`config.mk`:
```
export PLATFORM = sky130hd
export DESIGN_NAME = int_rf_wb_buffer
export DESIGN_NICKNAME = d
export VERILOG_FILES = /design/src/rtl/int_rf_wb_buffer_pkg.sv /design/src/rtl/int_rf_wb_buffer_byp_match.sv /design/src/rtl/int_rf_wb_buffer.sv
export SDC_FILE = /design/constraint.sdc
export NUM_CORES = 1
export LEC_CHECK = 0
export ABC_AREA = 1
export ABC_CLOCK_PERIOD_IN_PS = 8000
export BUFFER_PORTS_ARGS = -buffer_cell sky130_fd_sc_hd__buf_2
export CAP_MARGIN = 20
export CELL_PAD_IN_SITES_DETAIL_PLACEMENT = 1
export CELL_PAD_IN_SITES_GLOBAL_PLACEMENT = 2
export CORE_ASPECT_RATIO = 1.75
export CORE_MARGIN = 5
export CORE_UTILIZATION = 34
export CTS_CLUSTER_DIAMETER = 200
export CTS_CLUSTER_SIZE = 12
export DETAILED_ROUTE_END_ITERATION = 12
export PLACE_DENSITY_LB_ADDON = 0.1
export SYNTH_ARGS = -nofsm -noshare
export SYNTH_HDL_FRONTEND = slang
export SYNTH_HIERARCHICAL = 1
export SYNTH_SLANG_ARGS = --single-unit
```
`constraint.sdc`:
```
create_clock -name clk_i -period 8 [get_ports clk_i]
set_input_delay 1.2 -clock clk_i [delete_from_list [all_inputs] [get_ports clk_i]]
set_output_delay 1.2 -clock clk_i [all_outputs]
set_load 0.1 [all_outputs]
```
`src/rtl/int_rf_wb_buffer_pkg.sv`:
```
// Shared types and defaults for the integer register-file write-back buffer.
//
// Contents:
//   XLEN, REG_IDX_LEN       datapath width and register index width
//   WB_DEPTH, WB_COMMIT_W   default FIFO depth and number of commit lanes
//   wb_entry_t              one queued RF write {rd_idx, value}
package int_rf_wb_buffer_pkg;

    localparam int unsigned XLEN        = 64;
    localparam int unsigned REG_IDX_LEN = 5;

    localparam int unsigned WB_DEPTH    = 4;
    localparam int unsigned WB_COMMIT_W = 2;

    typedef struct packed {
        logic [REG_IDX_LEN-1:0] rd_idx;
        logic [XLEN-1:0]        value;
    } wb_entry_t;

endpackage

```
`src/rtl/int_rf_wb_buffer_byp_match.sv`:
```
// Priority match of one issue-stage register index against the pending
// entries of the write-back buffer.
//
// Entries are visited in age order starting at head_i for count_i entries,
// so a later match overrides an earlier one and the youngest pending write
// (closest to the tail) wins. Index 0 never matches.
//
// Ports:
//   idx_i        in   REG_IDX_LEN           register index to look up
//   entry_idx_i  in   DEPTH x REG_IDX_LEN   destination index of every slot
//   head_i       in   clog2(DEPTH)          slot of the oldest entry
//   count_i      in   clog2(DEPTH)+1        number of valid entries
//   sel_o        out  DEPTH                 one-hot slot of youngest match, or 0
module int_rf_wb_byp_match
    import int_rf_wb_buffer_pkg::*;
#(
    parameter int unsigned DEPTH = WB_DEPTH
) (
    input  logic [REG_IDX_LEN-1:0]            idx_i,
    input  logic [DEPTH-1:0][REG_IDX_LEN-1:0] entry_idx_i,
    input  logic [$clog2(DEPTH)-1:0]          head_i,
    input  logic [$clog2(DEPTH):0]            count_i,
    output logic [DEPTH-1:0]                  sel_o
);

    localparam int unsigned PTR_W = $clog2(DEPTH);
    localparam int unsigned CNT_W = PTR_W + 1;

    logic [PTR_W-1:0] slot;

    always_comb begin
        sel_o = '0;
        slot  = '0;
        for (int unsigned i = 0; i < DEPTH; i++) begin
            slot = head_i + PTR_W'(i);
            if ((idx_i != '0) && (CNT_W'(i) < count_i) && (entry_idx_i[slot] == idx_i)) begin
                sel_o       = '0;
                sel_o[slot] = 1'b1;
            end
        end
    end

endmodule

```
`src/rtl/int_rf_wb_buffer.sv`:
```
// Commit-side writer for the integer register file.
//
// Up to COMMIT_W retired results per cycle are queued in order into a
// DEPTH-entry FIFO and drained one per cycle into the single RF write port.
// Results targeting x0 are accepted but never stored. Pending entries are
// scanned for issue-stage operand reads (rs1, rs2) to report hits and,
// when INT_RF_WB_BYPASS_EN is defined, to forward the youngest pending value.
// With INT_RF_WB_BYPASS_EN undefined the value mux is not built and
// byp_*_value_o are tied to zero; hits still report so issue can stall.
//
// Ports:
//   clk_i, rst_ni                   clock, asynchronous active-low reset
//   cm_valid_i      [COMMIT_W]      per-lane commit valid (lane 0 oldest)
//   cm_ready_o                      all lanes can be accepted this cycle
//   cm_rd_idx_i     [COMMIT_W*5]    per-lane destination index
//   cm_rd_value_i   [COMMIT_W*XLEN] per-lane result
//   rf_valid_o, rf_rd_idx_o,
//   rf_rd_value_o                   RF write port (head of FIFO)
//   issue_rs1_idx_i, issue_rs2_idx_i  issue-stage operand indices
//   byp_rs1_hit_o, byp_rs2_hit_o      operand has a pending write
//   byp_rs1_value_o, byp_rs2_value_o  youngest pending value (or 0)
//   empty_o                         no pending writes
module int_rf_wb_buffer
    import int_rf_wb_buffer_pkg::*;
#(
    parameter int unsigned DEPTH    = WB_DEPTH,
    parameter int unsigned COMMIT_W = WB_COMMIT_W
) (
    input  logic                            clk_i,
    input  logic                            rst_ni,

    input  logic [COMMIT_W-1:0]             cm_valid_i,
    output logic                            cm_ready_o,
    input  logic [COMMIT_W*REG_IDX_LEN-1:0] cm_rd_idx_i,
    input  logic [COMMIT_W*XLEN-1:0]        cm_rd_value_i,

    output logic                            rf_valid_o,
    output logic [REG_IDX_LEN-1:0]          rf_rd_idx_o,
    output logic [XLEN-1:0]                 rf_rd_value_o,

    input  logic [REG_IDX_LEN-1:0]          issue_rs1_idx_i,
    input  logic [REG_IDX_LEN-1:0]          issue_rs2_idx_i,
    output logic                            byp_rs1_hit_o,
    output logic                            byp_rs2_hit_o,
    output logic [XLEN-1:0]                 byp_rs1_value_o,
    output logic [XLEN-1:0]                 byp_rs2_value_o,

    output logic                            empty_o
);

    localparam int unsigned PTR_W = $clog2(DEPTH);
    localparam int unsigned CNT_W = PTR_W + 1;

    wb_entry_t [DEPTH-1:0] fifo_q;
    logic [PTR_W-1:0]      head_q, head_d;
    logic [PTR_W-1:0]      tail_q, tail_d;
    logic [CNT_W-1:0]      count_q, count_d;

    logic                          pop;
    logic [CNT_W-1:0]              n_push;
    logic [COMMIT_W-1:0]           lane_we;
    logic [COMMIT_W-1:0][PTR_W-1:0] lane_slot;

    // Ready looks only at the registered count; the concurrent drain is not credited.
    assign cm_ready_o = (CNT_W'(DEPTH) - count_q) >= CNT_W'(COMMIT_W);
    assign pop        = (count_q != '0);
    assign empty_o    = (count_q == '0);

    // Valid lanes with a non-zero destination are packed into consecutive
    // slots from the tail, preserving lane order even when lanes are sparse.
    always_comb begin
        n_push    = '0;
        lane_we   = '0;
        lane_slot = '0;
        for (int unsigned l = 0; l < COMMIT_W; l++) begin
            if (cm_ready_o && cm_valid_i[l] &&
                (cm_rd_idx_i[l*REG_IDX_LEN +: REG_IDX_LEN] != '0)) begin
                lane_we[l]   = 1'b1;
                lane_slot[l] = tail_q + n_push[PTR_W-1:0];
                n_push       = n_push + 1'b1;
            end
        end
    end

    always_comb begin
        head_d  = head_q + PTR_W'(pop);
        tail_d  = tail_q + n_push[PTR_W-1:0];
        count_d = count_q + n_push - CNT_W'(pop);
    end

    always_ff @(posedge clk_i or negedge rst_ni) begin
        if (!rst_ni) begin
            head_q  <= '0;
            tail_q  <= '0;
            count_q <= '0;
            fifo_q  <= '0;
        end else begin
            head_q  <= head_d;
            tail_q  <= tail_d;
            count_q <= count_d;
            for (int unsigned l = 0; l < COMMIT_W; l++) begin
                if (lane_we[l]) begin
                    fifo_q[lane_slot[l]] <= '{rd_idx: cm_rd_idx_i[l*REG_IDX_LEN +: REG_IDX_LEN],
                                              value:  cm_rd_value_i[l*XLEN +: XLEN]};
                end
            end
        end
    end

    assign rf_valid_o    = pop;
    assign rf_rd_idx_o   = fifo_q[head_q].rd_idx;
    assign rf_rd_value_o = fifo_q[head_q].value;

    // Bypass lookup: the head being written this cycle is still scanned,
    // because the RF read port returns pre-write data.
    logic [DEPTH-1:0][REG_IDX_LEN-1:0] entry_idx;
    logic [DEPTH-1:0]                  rs1_sel, rs2_sel;

    always_comb begin
        entry_idx = '0;
        for (int unsigned i = 0; i < DEPTH; i++) begin
            entry_idx[i] = fifo_q[i].rd_idx;
        end
    end

    int_rf_wb_byp_match #(
        .DEPTH (DEPTH)
    ) u_rs1_match (
        .idx_i       (issue_rs1_idx_i),
        .entry_idx_i (entry_idx),
        .head_i      (head_q),
        .count_i     (count_q),
        .sel_o       (rs1_sel)
    );

    int_rf_wb_byp_match #(
        .DEPTH (DEPTH)
    ) u_rs2_match (
        .idx_i       (issue_rs2_idx_i),
        .entry_idx_i (entry_idx),
        .head_i      (head_q),
        .count_i     (count_q),
        .sel_o       (rs2_sel)
    );

    assign byp_rs1_hit_o = |rs1_sel;
    assign byp_rs2_hit_o = |rs2_sel;

`ifdef INT_RF_WB_BYPASS_EN
    // sel is one-hot or zero, so an AND-OR mux suffices.
    always_comb begin
        byp_rs1_value_o = '0;
        byp_rs2_value_o = '0;
        for (int unsigned i = 0; i < DEPTH; i++) begin
            byp_rs1_value_o = byp_rs1_value_o | ({XLEN{rs1_sel[i]}} & fifo_q[i].value);
            byp_rs2_value_o = byp_rs2_value_o | ({XLEN{rs2_sel[i]}} & fifo_q[i].value);
        end
    end
`else
    assign byp_rs1_value_o = '0;
    assign byp_rs2_value_o = '0;
`endif

endmodule

```
* Yosys cells after proc, flatten, opt, wreduce, memory -nomap -nowiden *
Index checks and enable logic that the tools add are counted.

word-level totals
  register bits = 283
  input bits = 152
  output and inout port bits = 202
  logic and storage cells = 120

cells by class
  muxes and demuxes = 40
  order comparisons = 17
  reductions and logical operators = 34
  add/sub/neg operators = 10
  eq/ne operators = 8

operators by type and width
  operator             number
  $bwmux 276           2
  $mux 276             2
  $demux 69 s2         2
  $mux 69              3
  $bmux 69 s2          1
  $bmux 5 s2           4
  $eq 5x5->1           8
  $mux 4               8
  $logic_and 1x1->1    26
  $mux 5               4
  $reduce_bool 5->1    4
  $lt 2x3->1 const B   6
  $ge 2x1->1 const B   6
  $demux 1 s2          4
  $reduce_or 4->1      2
  $mux 1               7
  $lt 1x3->1 const A   2
  $lt 2x3->1 const A   2
  $add 2x2->2          2
  $add 2x2->2 const B  2
  $mux 2               2
  $add 3x1->3 const B  1
  $add 3x3->3          1
  $ge 3x2->1 const B   1
  7 further kinds      7

* Logic depth before layout (Yosys ltp) *
  word-level depth = 13
  depth in mapped cells = 17
  gate-level depth less buffers = 15

* By module *
Netlist, hierarchy kept.

modules (own cells, without submodules)
  module               area an instance (um^2)  times used  cells each
  int_rf_wb_buffer     19,248.5                 1           2,815
  int_rf_wb_byp_match  1,073.5                  2           235

* Worst setup path before layout *
No wires, ideal clock.

  kind = input to output
  start point = input issue_rs1_idx_i[4]
  end point = output byp_rs1_hit_o
  data arrival time = 2,964 ps
  slack = 3,836 ps
  data required time = 6,800 ps
  stages = 12
  buffers on the path = 0
  cells stage by stage = inv_1 nand3_1 nand2_1 inv_1 nand2_1 nor2_1 nand3_2 nand3_1 nand2_1 nand2_1 nand2_1 or4_1

between the ends
  cells in the longest elaborated chain, start to end = 8
  elaborated cells between the ends (all ways) = 18

RTL lines
  item                             line                              text
  start, declared                  int_rf_wb_buffer.sv:41            input logic [REG_IDX_LEN-1:0] issue_rs1_idx_i,
  $reduce_bool 5->1                int_rf_wb_buffer_byp_match.sv:36  if ((idx_i != '0) && (CNT_W'(i) < count_i) && (entry_idx_i[slot] == idx_i)) begin
  $logic_and 1x1->1 (2 in series)  int_rf_wb_buffer_byp_match.sv:36
  $mux 4 (3 in series)             int_rf_wb_buffer_byp_match.sv:36
  $mux 4 (*)                       int_rf_wb_buffer_byp_match.sv:36
  net rs1_sel[1]                   int_rf_wb_buffer.sv:117           logic [DEPTH-1:0] rs1_sel, rs2_sel;
  $reduce_or 4->1 (*)              int_rf_wb_buffer.sv:146           assign byp_rs1_hit_o = |rs1_sel;
  end, declared                    int_rf_wb_buffer.sv:43            output logic byp_rs1_hit_o,

The timed path passes the listed nets; every way through them passes the cells marked *.

* Worst setup path in the final report *
  start point = register head_q[1]
  end point = output byp_rs2_hit_o

between the ends
  cells in the longest elaborated chain, start to end = 9
  elaborated cells between the ends (all ways) = 44

RTL lines
  item                                                             line                              text
  start, declared                                                  int_rf_wb_buffer.sv:55            logic [PTR_W-1:0] head_q, head_d;
  start signal, assigned                                           int_rf_wb_buffer.sv:93            head_q <= '0;
  start signal, assigned                                           int_rf_wb_buffer.sv:98            head_q <= head_d;
  $add 2x1->2 (tied with other cells)                              int_rf_wb_buffer_byp_match.sv:35  slot = head_i + PTR_W'(i);
  $lt 2x3->1 (not written as such) (tied with other cells)         int_rf_wb_buffer_byp_match.sv:38  sel_o[slot] = 1'b1;
  $logic_and 1x1->1 (not written as such) (tied with other cells)  int_rf_wb_buffer_byp_match.sv:38
  $mux 1 (not written as such) (tied with other cells)             int_rf_wb_buffer_byp_match.sv:38
  $demux 1 s2 (tied with other cells)                              n/a
  $mux 4 (2 in series)                                             int_rf_wb_buffer_byp_match.sv:36
  $mux 4 (*)                                                       int_rf_wb_buffer_byp_match.sv:36
  net rs2_sel[3]                                                   int_rf_wb_buffer.sv:117
  $reduce_or 4->1 (*)                                              int_rf_wb_buffer.sv:147           assign byp_rs2_hit_o = |rs2_sel;
  end, declared                                                    int_rf_wb_buffer.sv:44            output logic byp_rs2_hit_o,

The timed path passes the listed nets; every way through them passes the cells marked *. The select of a mux whose other input is x is not followed.

==> summary.txt <==
Global routing
  – Pin count of the biggest net entering global routing: 182
  – Initial antenna violation count: 4
  – GRT overflow: 0
  – GRT Overall Usage: 0.277
  – First-pass GRT wire length: 149,000 um
  – Vias in the first global route: 24,659

Yosys
  – Number of synthesized flops with an enable pin: 0
  – Cell accounting for the most synthesized area: dfrtp_1
  – Syn Inst Count: 3,285
  – Synth Register Bits: 283
  – Share of flip-flops with an asynchronous set or reset: 1.00
  – Mapped cell area: 21,400 um^2
  – Synth Warn #: 6
  – Top cells by area, synth: dfrtp_1, nand2_1, nand3_1
  – Syn Area/Cell: 6.51 um^2
  – Synth cell types: 27
  – Sequential element share of the synthesized area: 0.331
  – Main flop type after synthesis: dfrtp_1
  – Top cell type's share of synthesized area: 0.331

Critical path
  – Critical Path End Type: primary output
  – Slowest cell on crit path: dfrtp_1
  – R2R Setup Slk: 3.67 ns
  – Worst reg2reg endpoint: fifo_q[158]$_DFF_PN0_
  – Crit path from: head_q[1]$_DFF_PN0_
  – Crit start category: register
  – Worst reg2reg startpoint: count_q[0]$_DFF_PN0_
  – Req. time, crit path: 6.80 ns
  – Critical Path End: byp_rs2_hit_o
  – Slowest stage delay, CP: 0.68 ns
  – Critical Path Most Common Cell: nand2_1
  – Max Fanout on Critical Path: 12
  – Cells on worst reg2reg path: 14
  – WS Path Type: register to primary output
  – Critical path arrival: 4.39 ns
  – Crit path cell chain: inv_1, ha_1, inv_2, nand3_1, nand2_1, nand2_1, nand2_1, nor2_1, nand3_2, nand3_1, nand2_1, nand2_1, nand2_1, or4_1, buf_2

STA
  – Clock skew: 0.00924 ns
  – Worst-Margin Slew: 1.12 ns
  – Final period util: 0.699
  – Final Worst Setup Slack: 2.41 ns
  – Max-slew violation count: 0
  – Final Setup Violations: 0
  – Crit path time final: 5.59 ns
  – Relative slew margins: 0.251
  – Setup TNS: 0 ns
  – Max frequency: 179 MHz
  – Fin. Hold Viols: 0
  – Unrepaired setup endpoints after global routing: false

Final layout
  – Layout area overhead: 8.01%
  – Fill cells: 8,216
  – Final net count: 3,474
  – Fin util: 0.370
  – Fraction of layout cells with a size suffix above 1: 0.0993

Die
  – Chip height: 342 um
  – Number of cell rows: 121
  – Die area: 68,200 um^2
  – DIE WIDTH: 200 um
  – Core footprint: 62,400 um^2
  – Starting Density: 0.343
  – # IOs: 354

Worst hold path
  – Hold path startpoint: tail_q[0]$_DFF_PN0_
  – Min-delay worst type: register to register

Run
  – Max-Cap Viols: 0

Placement
  – Post-place setup slack: 2.48 ns
  – DP HPWL: 57,900 um
  – # port buffers: 225
  – Final Wtd Congestion: 0.807

CTS
  – Clock transition at path regs: 0.07 ns
  – Hold Buf Count CTS: 0
  – Clock Tree Buf Depth: 3
  – Postcts setup bufs: 0
  – Root Driver: clkbuf_16
  – Worst skew pair latency: 0.57 ns
  – CTS tree: yes
  – Post-cts resize count: 0
  – Clk sinks: 283
  – Total CTS buffers: 27
  – CTS H-Tree Depth: 1

Detailed routing
  – Vias after detailed routing: 23,453
  – DRT Wirelength: 97,600 um
  – DRC violations left: 0
  – Post-DRT Antenna Nets: 0
  – Via-to-Cell Ratio: 5.72
  – First-iteration detailed-routing DRC count: 1,642
  – DRT Pass-1 Iters: 5
  – Routed WL per cell: 23.8 um

Status
  – Status: completed
==> kinds of logic after synthesis <==
| family | after synthesis | share of synthesized area |
|---|---|---|
| xor gates and xnor gates | 11 | 0.00450 |
| other | 1 | 0.000175 |
| and+or+nand+nor | 1863 | 0.412 |
| AOI/OAI and AO/OA | 298 | 0.0699 |
| DFF | 283 | 0.331 |
| adders and majority gates | 20 | 0.0120 |
| buffers and inverters | 809 | 0.171 |
==> metrics by stage <==
| stage | hold WS [ns] | area, um^2 | std cells |
|---|---|---|---|
| final | 0.557 | 23100 | 4103 |
| after detailed placement | 0.545 | 22300 | 4068 |
| after floorplan | 0.513 | 21900 | 3412 |
| after global placement | 0.531 | 22300 | 4068 |
| after global routing | 0.587 | 23100 | 4101 |
| after CTS | 0.559 | 23000 | 4097 |
==> layout by cell type, fill, tap and decap left out, types with 2 or more instances in the layout <==
cell type / count
nand2_1: 837
clkbuf_16: 27
nand4_1: 420
xnor2_1: 2
xor2_1: 9
conb_1: 128
buf_4: 37
dfrtp_1: 282
ha_1: 19
inv_2: 7
nand3_1: 540
nand3_2: 2
inv_1: 389
nor2_4: 9
buf_12: 3
inv_4: 3
buf_2: 224
buf_16: 4
o21ai_0: 75
nor2_1: 45
diode_2: 2
nand3_4: 5
or4_1: 2
a21oi_1: 221
==> registers in the layout, indices dropped and copies added, names as in the netlist <==
register   flops
count_q        3
fifo_q       256
head_q         2
entry_idx     20
tail_q         2
==> cell type report <==
| cell class | instances | area [um^2] | share of cell area |
|---|---|---|---|
| multi-input cells | 2320 | 11200 | 0.486 |
| repair buffers | 269 | 1580 | 0.0685 |
| clock inverters | 1 | 7.51 | 0.000325 |
| inverters | 401 | 1520 | 0.0657 |
| diodes | 2 | 5.00 | 0.000217 |
| flip-flops and latches | 283 | 7090 | 0.307 |
| well taps | 799 | 1000 | 0.0433 |
| clock buffers | 28 | 679 | 0.0294 |
==> cells in the mapped netlist, types with 5 or more instances <==
master,count
nand2_1,838
nand3_1,543
nand4_1,420
inv_1,390
dfrtp_1,283
a21oi_1,222
clkbuf_1,178
buf_4,138
o21ai_0,75
buf_2,57
nor2_1,47
buf_1,31
ha_1,19
xor2_1,9
inv_2,8
nor2_4,5
==> critical path: cells and delay by family (launching register included) <==
kind	cells	cell delay [ns]
fa+ha+maj	1	0.67
buf+inv	3	0.90
simple gates	11	1.54
flops	1	0.68
==> how the worst min path moves through the flow <==
stage / to / slack (ns) / depth (start not counted)
floorplan: tail_q[0]$_DFF_PN0_ / 0.51 / 1
global placement: tail_q[0]$_DFF_PN0_ / 0.53 / 1
detailed placement: tail_q[0]$_DFF_PN0_ / 0.54 / 1
CTS: tail_q[0]$_DFF_PN0_ / 0.56 / 1
global route: tail_q[0]$_DFF_PN0_ / 0.59 / 1
finish: tail_q[0]$_DFF_PN0_ / 0.56 / 1
==> metal layers <==
metal	routed length (um)	vias up	global-route usage
li1	-	10707	-
met1	38500	11811	0.333
met2	50300	737	0.498
met3	4430	194	0.0254
met4	4360	4	0.117
met5	40	-	0
Power is left out: the tool's default activity adds up to more than one toggle a clock period on the data nets, which glitch-free logic cannot reach.
